===== config.mk =====
export PLATFORM = sky130hd
export DESIGN_NAME = seg7_scan_driver
export DESIGN_NICKNAME = d
export VERILOG_FILES = /design/src/rtl/seg7_scan_driver.sv
export SDC_FILE = /design/constraint.sdc
export NUM_CORES = 1
export LEC_CHECK = 0
export BUFFER_PORTS_ARGS = -buffer_cell sky130_fd_sc_hd__buf_2
export CAP_MARGIN = 40
export CELL_PAD_IN_SITES_DETAIL_PLACEMENT = 1
export CELL_PAD_IN_SITES_GLOBAL_PLACEMENT = 1
export CORE_MARGIN = 4
export CORE_UTILIZATION = 35
export CTS_CLUSTER_SIZE = 10
export DETAILED_ROUTE_END_ITERATION = 10
export MAX_ROUTING_LAYER = met4
export PLACE_DENSITY_LB_ADDON = 0.1
export SYNTH_ARGS = -nofsm -noshare
export SYNTH_HDL_FRONTEND = slang
export SYNTH_SLANG_ARGS = --single-unit
export TNS_END_PERCENT = 50

===== constraint.sdc =====
create_clock -name clk -period 1.88 [get_ports clk]
set_input_delay 0.376 -clock clk [delete_from_list [all_inputs] [get_ports clk]]
set_output_delay 0.376 -clock clk [all_outputs]
set_load 0.01 [all_outputs]

===== src/rtl/seg7_scan_driver.sv =====
// seg7_scan_driver: time-multiplexed 4-digit common-anode seven-segment scanner
// Ports: clk, reset (sync, active-high); bcd_value[15:0] packed BCD, digit 0 in [3:0];
//        flash_slow/flash_fast blank the display while high;
//        an[3:0] active-low anodes, seg[6:0] {g..a} active-low, dp active-low;
//        frame_tick pulses for one cycle whenever a new snapshot of bcd_value is taken.
module seg7_scan_driver #(
    parameter int         SCAN_DIV     = 50000,
    parameter int         BLANK_CYCLES = 500,
    parameter bit         LZ_SUPPRESS  = 1'b1,
    parameter logic [3:0] DP_MASK      = 4'b0000
) (
    input  logic        clk,
    input  logic        reset,
    input  logic [15:0] bcd_value,
    input  logic        flash_slow,
    input  logic        flash_fast,
    output logic [3:0]  an,
    output logic [6:0]  seg,
    output logic        dp,
    output logic        frame_tick
);
    localparam int CW = $clog2(SCAN_DIV);
    typedef enum logic {BLANK, DRIVE} phase_t;
    phase_t        phase;
    logic [CW-1:0] slot_cnt;
    logic [1:0]    digit_idx;
    logic [15:0]   snap;
    logic [3:0]    nib;
    logic [3:0]    sup;
    logic [6:0]    dec;
    logic          last, start, show;
    always_comb begin
        phase = (slot_cnt < CW'(BLANK_CYCLES)) ? BLANK : DRIVE;
        last  = slot_cnt == CW'(SCAN_DIV - 1);
        start = (slot_cnt == '0) && (digit_idx == 2'd0);
        nib   = snap[{digit_idx, 2'b00} +: 4];
        // digit k is a leading zero when it and every digit above it are zero
        sup[3] = LZ_SUPPRESS && (snap[15:12] == 4'd0);
        sup[2] = sup[3] && (snap[11:8] == 4'd0);
        sup[1] = sup[2] && (snap[7:4] == 4'd0);
        sup[0] = 1'b0;
        show  = (phase == DRIVE) && !(flash_slow || flash_fast) && !sup[digit_idx];
        case (nib)
            4'd0:    dec = 7'h40;
            4'd1:    dec = 7'h79;
            4'd2:    dec = 7'h24;
            4'd3:    dec = 7'h30;
            4'd4:    dec = 7'h19;
            4'd5:    dec = 7'h12;
            4'd6:    dec = 7'h02;
            4'd7:    dec = 7'h78;
            4'd8:    dec = 7'h00;
            4'd9:    dec = 7'h10;
            default: dec = 7'h3F;
        endcase
    end
    always_ff @(posedge clk) begin
        if (reset) begin
            digit_idx  <= 2'd0;
            slot_cnt   <= '0;
            snap       <= 16'h0000;
            an         <= 4'hF;
            seg        <= 7'h7F;
            dp         <= 1'b1;
            frame_tick <= 1'b0;
        end else begin
            if (start) snap <= bcd_value;
            frame_tick <= start;
            an         <= show ? ~(4'b0001 << digit_idx) : 4'hF;
            seg        <= show ? dec : 7'h7F;
            dp         <= show ? ~DP_MASK[digit_idx] : 1'b1;
            slot_cnt   <= last ? '0 : slot_cnt + 1'b1;
            if (last) digit_idx <= digit_idx + 2'd1;
        end
    end
endmodule


==> results of run 1 <==
==> state kept, by name, summed over array words and instances (netlist names) <==
signal / count
an: 4
snap: 16
frame_tick: 1
digit_idx: 2
slot_cnt: 16
seg: 7
==> worst paths after layout <==
| path | from | depth (start not counted) | end |
|---|---|---|---|
| min reg2reg | slot_cnt[0] | 1 | slot_cnt[0] |
| max reg2reg | digit_idx[0] | 5 | seg[0] |
| max | digit_idx[0] | 5 | seg[0] |
| min | bcd_value[1] | 3 | snap[1] |
==> layout make-up <==
| type | count | area, sq um |
|---|---|---|
| clock buffers | 6 | 82.6 |
| clock inverters | 2 | 60.1 |
| fillers | 772 | 3590 |
| inverters | 14 | 52.6 |
| multi-input cells | 180 | 1210 |
| flip-flops and latches | 46 | 922 |
| well taps | 77 | 96.3 |
| repair buffers | 49 | 303 |
==> layer usage <==
metal | vias to the layer above | share of wire (%)
met3 | 9 | 3.0
li1 | 990 | -
met2 | 33 | 43
met1 | 945 | 52
met5 | - | 0
met4 | 0 | 1.9
==> cell usage after synthesis, types with 2 or more instances <==
cell type,count
mux4_2,3
clkbuf_1,5
xnor2_1,5
xor2_1,6
nor3b_1,2
nand4_1,6
and2_1,2
nor3_1,8
inv_1,14
and3_1,4
o31ai_1,2
nand3_1,28
o21ai_0,23
mux2_2,2
a21o_1,3
nand2_1,10
ha_1,11
dfxtp_1,46
a31oi_1,2
a21oi_1,23
nor4_1,2
clkbuf_2,2
buf_2,6
and4_1,3
nor2_1,18
==> critical path: stages, from the launching register on <==
cell	delay, ps
dfxtp_2	390
mux4_2	590
buf_4	180
o21ai_4	170
o2111ai_2	160
a21o_1	200
==> cell families after synthesis <==
kind of cell | after synthesis | share of synthesized area (%)
flops | 46 | 40.8
simple gates | 90 | 21.7
mux | 6 | 5.15
buf+inv | 29 | 5.76
compound gates | 61 | 16.2
fa+ha+maj | 11 | 6.09
xor+xnor | 11 | 4.26
other cells | 1 | 0.166
==> through the flow <==
stage	setup TNS, ps	util, %
3_3_place_gp	0	40.6
2_1_floorplan	0	-
5_1_grt	-0.386	43.1
4_1_cts	0	42.8
3_5_place_dp	-10.5	40.6
6_report	0	43.1
==> what timing repair did <==
action,in CTS,in global routing
resized for setup,1,3
endpoints found under the setup margin,1,7
buffers inserted,0,2
hold endpoints to repair,0,0
==> power breakdown <==
| part | internal [W] | total [W] | switching (W) |
|---|---|---|---|
| Sequential | 0.00101 | 0.00105 | 0.0000371 |
| Combinational | 0.000119 | 0.000259 | 0.000140 |
| Clock | 0.000567 | 0.000906 | 0.000339 |
==> flow_summary.toml, run 1 <==
[place]
dpl.hpwl_um = 4170
place_ws_ps = -10.5
routabilityCongestion = 0.819
placedCellCount = 364
numPortBuffers = 31
postPlaceCellArea_sq_um = 2570

[floorplanning]
rows = 29
initial_utilization_pct = 35.8
dieWidth_um = 88.4
design.core.area_sq_um = 6310
die_h_um = 88.4
ios = 33
die_area_sq_um = 7810

[clocking]
cts_hold_buf = 0
htreeDepth = 2
cts-root-buf = "clkbuf_8"
cts_made_buffers = 5
cts.sinks = 46
clk_latency_ps = 300
cts_tree = "yes"
clk_path_buf_depth = 2
clk_pin_slew_ps = 90

[logic_synthesis]
synth.top_cells.by_area = "dfxtp_1 (41%), nand3_1 (6.2%), ha_1 (6.1%)"
syn_area_per_cell_sq_um = 8.86
ys_ff_latch = 46
synth_edf_count = 0
ys_warn_count = 0
synth_top_flop_cell = "dfxtp_1"
syn_inst = 255
synth_nets = 286
syn_area_sq_um = 2260
synth.distinct_cells = 44
async_reset_ff_share_pct = 0
post-synth-top-area-fraction_pct = 40.8
ys_seq_area_share_pct = 40.8
synth_top_area_cell = "dfxtp_1"

[sta]
drv_slew = 0
setup_viol = 0
holdWs_ps = 316
fin_crit_sh_pct = 95.0
final.setup.worst_slack_ps = 93.1
skew_ps = 8.86
fmax_ghz = 0.560
final_hold_viol_count = 0
layout_min_cycle_time_ps = 1790

[cells_and_area]
finalInstanceArea_sq_um = 2720
final_common_cell = "dfxtp_1"
final_cell_mix = "dfxtp_1 (45), buf_2 (31), nand3_1 (28), a21oi_1 (23), o21ai_0 (23)"
fin_cells = 374
fin_nets = 327
area_growth_pct = 20.5
antenna_cells = 0
drive_gt1_share_pct = 23.9

[global_route]
met1_usage_pct = 23.5
grt_pass1_vias = 1950
gr-max-usage-layer = "met1"
grt_pass1_wl_um = 9740
grt_util_met3_pct = 2.51
use_met2_pct = 23.5
antenna_found_initial = 0
grt_usage_pct = 16.4
grt_max_degree = 21
grt.overflow.total = 0

[power]
total_power_w = 0.00221
p_leak_nw = 1.05
ir_drop_v = 0.000382
p_per_area_nw_per_um2 = 813

[job]
drv_cap = 0

[setup_path]
crit_type = "flop to flop"
end_kind = "flop"
cp.required_ps = 2080
start_kind = "flop"
cp_max_fo = 5
r2r_setup_slack_ps = 90
cp.arrival_ps = 1980

[drt]
wl_per_cell_um = 15.0
drtIter0Drc = 62
viasPerCell = 5.29
drc = 0
vias = 1977
routed_wl_um = 5610
antenna_left = 0
drt_pre_antenna_iters = 4

[run_status]
status = "completed"

[worst_hold_path]
min_path_type = "input pin to flop"
No activity file was read; power rests on OpenSTA's default activity.
==> run 2, diff against run 1 <==
CORE_MARGIN = unset   (was 4)
RECOVER_POWER = 100   (was unset)
==> flow_summary.toml, run 2 (synthesis gave the netlist of run 1 again) <==
[setup_path]
crit_type = "flop to flop"
reg2reg_from = "digit_idx[0]"
end_kind = "flop"
start_kind = "flop"
cpMaxStageDelayCell = "mux4_2"
reg2reg_to = "seg[4]"
cp.required_ps = 2060
rr_worst_depth = 6
r2r_setup_slack_ps = 120
cp_max_fo = 5
critPathLaunch = "digit_idx[0]"
slowest_delay_ps = 570
critical_path.cell_chain = "mux4_2 -> inv_1 -> ha_1 -> nand3_1 -> a21oi_1 -> o31ai_1"
cp.arrival_ps = 1940

[drt]
antenna_left = 0
viasPerCell = 5.27
drtIter0Drc = 67
drc = 0
routed_wl_um = 5680
drt_pre_antenna_iters = 4
vias = 1972
wl_per_cell_um = 15.2

[place]
numPortBuffers = 31
routabilityCongestion = 0.814
placedCellCount = 366
place_ws_ps = -7.20
postPlaceCellArea_sq_um = 2590
dpl.hpwl_um = 4220

[clocking]
clk_pin_slew_ps = 90
cts_tree = "yes"
cts_made_buffers = 5
clk_path_buf_depth = 2
cts_hold_buf = 0
cts-root-buf = "clkbuf_8"
postCtsSetupRepairBufs = 0
clk_latency_ps = 310
htreeDepth = 2
cts.sinks = 46

[sta]
layout_min_cycle_time_ps = 1760
setup_viol = 0
skew_ps = 5.66
grt_setup_unrepaired = "no"
fin_crit_sh_pct = 93.5
fin_tns_setup_ps = 0
fmax_ghz = 0.569
final_hold_viol_count = 0
drv_slew = 0
final.setup.worst_slack_ps = 122
holdWs_ps = 310

[cells_and_area]
drive_gt1_share_pct = 20.4
final_common_cell = "dfxtp_1"
antenna_cells = 0
fillers = 747
reg_top3 = "slot_cnt: 16 flops, snap: 16 flops, seg: 7 flops"
finalInstanceArea_sq_um = 2680
area_growth_pct = 18.4
fin_cells = 374
fin_nets = 329
final_cell_mix = "dfxtp_1 (45), nand3_1 (28), a21oi_1 (22), o21ai_0 (22), buf_2 (19)"

[global_route]
grt_usage_pct = 19.7
grt.overflow.total = 0
grt_max_degree = 21
grt_pass1_vias = 1941
grt_pass1_wl_um = 9670
antenna_found_initial = 0

[job]
drv_cap = 0

[power]
p_leak_nw = 1.02
p_per_area_nw_per_um2 = 760
ir_drop_v = 0.000365

[floorplanning]
initial_utilization_pct = 37.3
rows = 28
ios = 33
design.core.area_sq_um = 6060
dieWidth_um = 82.4
die_h_um = 82.4
die_area_sq_um = 6780

[worst_hold_path]
worstHoldEndpoint = "snap[1]"
hold_depth = 3
hp-start = "bcd_value[1]"
min_path_type = "input pin to flop"

[run_status]
status = "completed"
-- run 2: layer usage --
layer / GRT usage (%) / part of all wire (%)
met2: 28.2 / 41
met4: 7.72 / 1.8
met1: 26.9 / 52
met5: - / 0
met3: 4.18 / 4.4
-- run 2: repair_timing --
item / 4_1_cts / 5_1_grt
hold endpoints to repair: 0 / 0
resized for setup: 1 / 5
endpoints found under the setup margin: 1 / 17
-- run 2: cell type report --
type                       instances  area, sq um  area share (%)
tap                               75         93.8            3.51
sequential                        46          922            34.5
timing repair buffer              51          294            11.0
inverter                          14         52.6            1.96
multi-input combinational        180         1200            45.0
clock buffer                       8          110            4.11
-- run 2: worst max path at each step --
stage	to	cells past startpoint
6_report	seg[4]	6
5_1_grt	seg[4]	6
4_1_cts	seg[4]	6
3_5_place_dp	seg[4]	6
3_3_place_gp	seg[4]	6
2_1_floorplan	snap[5]	9
-- run 2: where the power goes --
part           total [W]  internal, W  switching (W)
clock           0.000723     0.000372       0.000351
sequential       0.00105      0.00101      0.0000351
combinational   0.000263     0.000121       0.000142
total            0.00203      0.00151       0.000528
-- run 2: worst max-delay path: cells and delay by family, from the launching register on --
kind	cells	cell delay, ps
muxes	1	570
and+or+nand+nor	1	100
DFF	1	390
AOI/OAI and AO/OA	2	220
buffers and inverters	1	140
adders and majority gates	1	220
-- run 2: per-stage QoR --
stage | total power [W] | util [%]
2_1_floorplan | 0.00123 | -
3_3_place_gp | 0.00133 | 42.8
3_5_place_dp | 0.00134 | 42.8
4_1_cts | 0.00206 | 44.6
5_1_grt | 0.00215 | 44.2
6_report | 0.00203 | 44.2
==> run 3, diff against run 2 <==
CELL_PAD_IN_SITES_DETAIL_PLACEMENT = unset   (was 1)
CELL_PAD_IN_SITES_GLOBAL_PLACEMENT = unset   (was 1)
CORE_MARGIN = 1.5   (was unset)
PLACE_DENSITY_LB_ADDON = unset   (was 0.1)
==> flow_summary.toml, run 3 (synthesis gave the netlist of run 1 again) <==
[clocking]
cts.sinks = 46
clk_pin_slew_ps = 90
cts-root-buf = "clkbuf_8"
clk_latency_ps = 300
htreeDepth = 2
cts_made_buffers = 5
cts_hold_buf = 0
cts_tree = "yes"
clk_path_buf_depth = 2

[drt]
vias = 1923
routed_wl_um = 5020
drc = 0
drt_pre_antenna_iters = 4
antenna_left = 0
wl_per_cell_um = 13.5
drtIter0Drc = 112
viasPerCell = 5.18

[run_status]
status = "completed"

[setup_path]
cp_top_family = "simple AND/OR/NAND/NOR gates"
end_kind = "flop"
critical_path.cell_chain = "buf_4 -> inv_1 -> ha_1 -> and4bb_2 -> and3_1 -> buf_12 -> nand3_1 -> a21oi_1"
cpMaxStageDelayCell = "dfxtp_2"
cp.buffers_inverters = 3
cp.arrival_ps = 1950
cp.required_ps = 2070
cp_max_fo = 16
slowest_delay_ps = 370
crit_type = "flop to flop"
start_kind = "flop"

[power]
p_leak_nw = 0.993
p_per_area_nw_per_um2 = 752
ir_drop_v = 0.000344
total_power_w = 0.00200

[global_route]
grt.overflow.total = 0
grt_pass1_wl_um = 8760
grt_max_degree = 21
antenna_found_initial = 0
grt_usage_pct = 15.7
grt_pass1_vias = 1891

[cells_and_area]
finalInstanceArea_sq_um = 2660
final_cell_mix = "dfxtp_1 (45), nand3_1 (27), a21oi_1 (23), o21ai_0 (22), buf_2 (19)"
antenna_cells = 0
final_common_cell = "dfxtp_1"
area_growth_pct = 17.6
fin_nets = 324
reg_top3 = "slot_cnt: 16 flops, snap: 16 flops, seg: 7 flops"
drive_gt1_share_pct = 19.4
fin_cells = 371

[place]
postPlaceCellArea_sq_um = 2540
routabilityCongestion = 0.809
numPortBuffers = 31
dpl.hpwl_um = 3580
placedCellCount = 360

[sta]
final_hold_viol_count = 0
fin_crit_sh_pct = 93.8
drv_slew = 0
fin_tns_setup_ps = 0
grt_setup_unrepaired = "yes"
fmax_ghz = 0.567
layout_min_cycle_time_ps = 1760
skew_ps = 11.8
setup_viol = 0
worst_pin_slew_ps = 513
relSlewSlack_pct = 65.5

[floorplanning]
design.core.area_sq_um = 6280
rows = 29
initial_utilization_pct = 36.0
dieWidth_um = 83.4
die_area_sq_um = 6950
die_h_um = 83.4
ios = 33

[job]
drv_cap = 0

[worst_hold_path]
min_path_type = "input pin to flop"
-- run 3: changes by cell type in the layout (fill, tap and decap cells not counted), sizes merged --
cell    delta
clkinv     +1
buf        -6
-- run 3: repair_timing --
item	4_1_cts	5_1_grt
resized for setup	0	9
setup endpoints to repair	0	24
buffers inserted	0	2
-- run 3: final timing paths --
kind                 from          end  slack (ps)  depth (start not counted)
max          digit_idx[0]      snap[1]         120                          8
min          bcd_value[8]      snap[8]         310                          3
max reg2reg  digit_idx[0]      snap[1]         120                          8
min reg2reg   slot_cnt[0]  slot_cnt[0]         480                          1
-- run 3: power by group --
| part | leakage [nW] | switching (W) | total [W] | internal, W |
|---|---|---|---|---|
| registers | 0.375 | 0.0000356 | 0.00105 | 0.00101 |
| clock network | 0.0544 | 0.000350 | 0.000688 | 0.000337 |
| logic | 0.563 | 0.000138 | 0.000262 | 0.000124 |
-- run 3: area by class of cell --
cell class | count | area, sq um
repair buffers | 46 | 258
clock buffers | 7 | 96.3
fillers | 651 | 3620
flip-flops and latches | 46 | 922
inverters | 14 | 52.6
well taps | 77 | 96.3
clock inverters | 1 | 8.76
multi-input cells | 180 | 1220
-- run 3: worst register-to-register path, delay by kind of cell, from the launching register on --
kind                     cells  cell delay [ps]
buffers and inverters        3              420
AND/OR/NAND/NOR              3              560
adder cells (fa/ha/maj)      1              220
AO/OA/AOI/OAI                1               70
flip-flops                   1              370
-- run 3: metrics by stage --
step,util (%),setup WS (ps),hold WS [ps]
2_1_floorplan,-,31.8,438
3_3_place_gp,40.4,70.6,456
3_5_place_dp,40.4,62.4,463
4_1_cts,42.1,28.2,310
5_1_grt,42.3,-12.6,311
6_report,42.3,117,314
-- run 3: per-layer routing --
metal  global-route usage [%]  share of wire [%]
met1                     20.9                 50
met2                     23.9                 44
met3                     2.88                3.6
met4                     5.30                1.7
met5                        -                  0
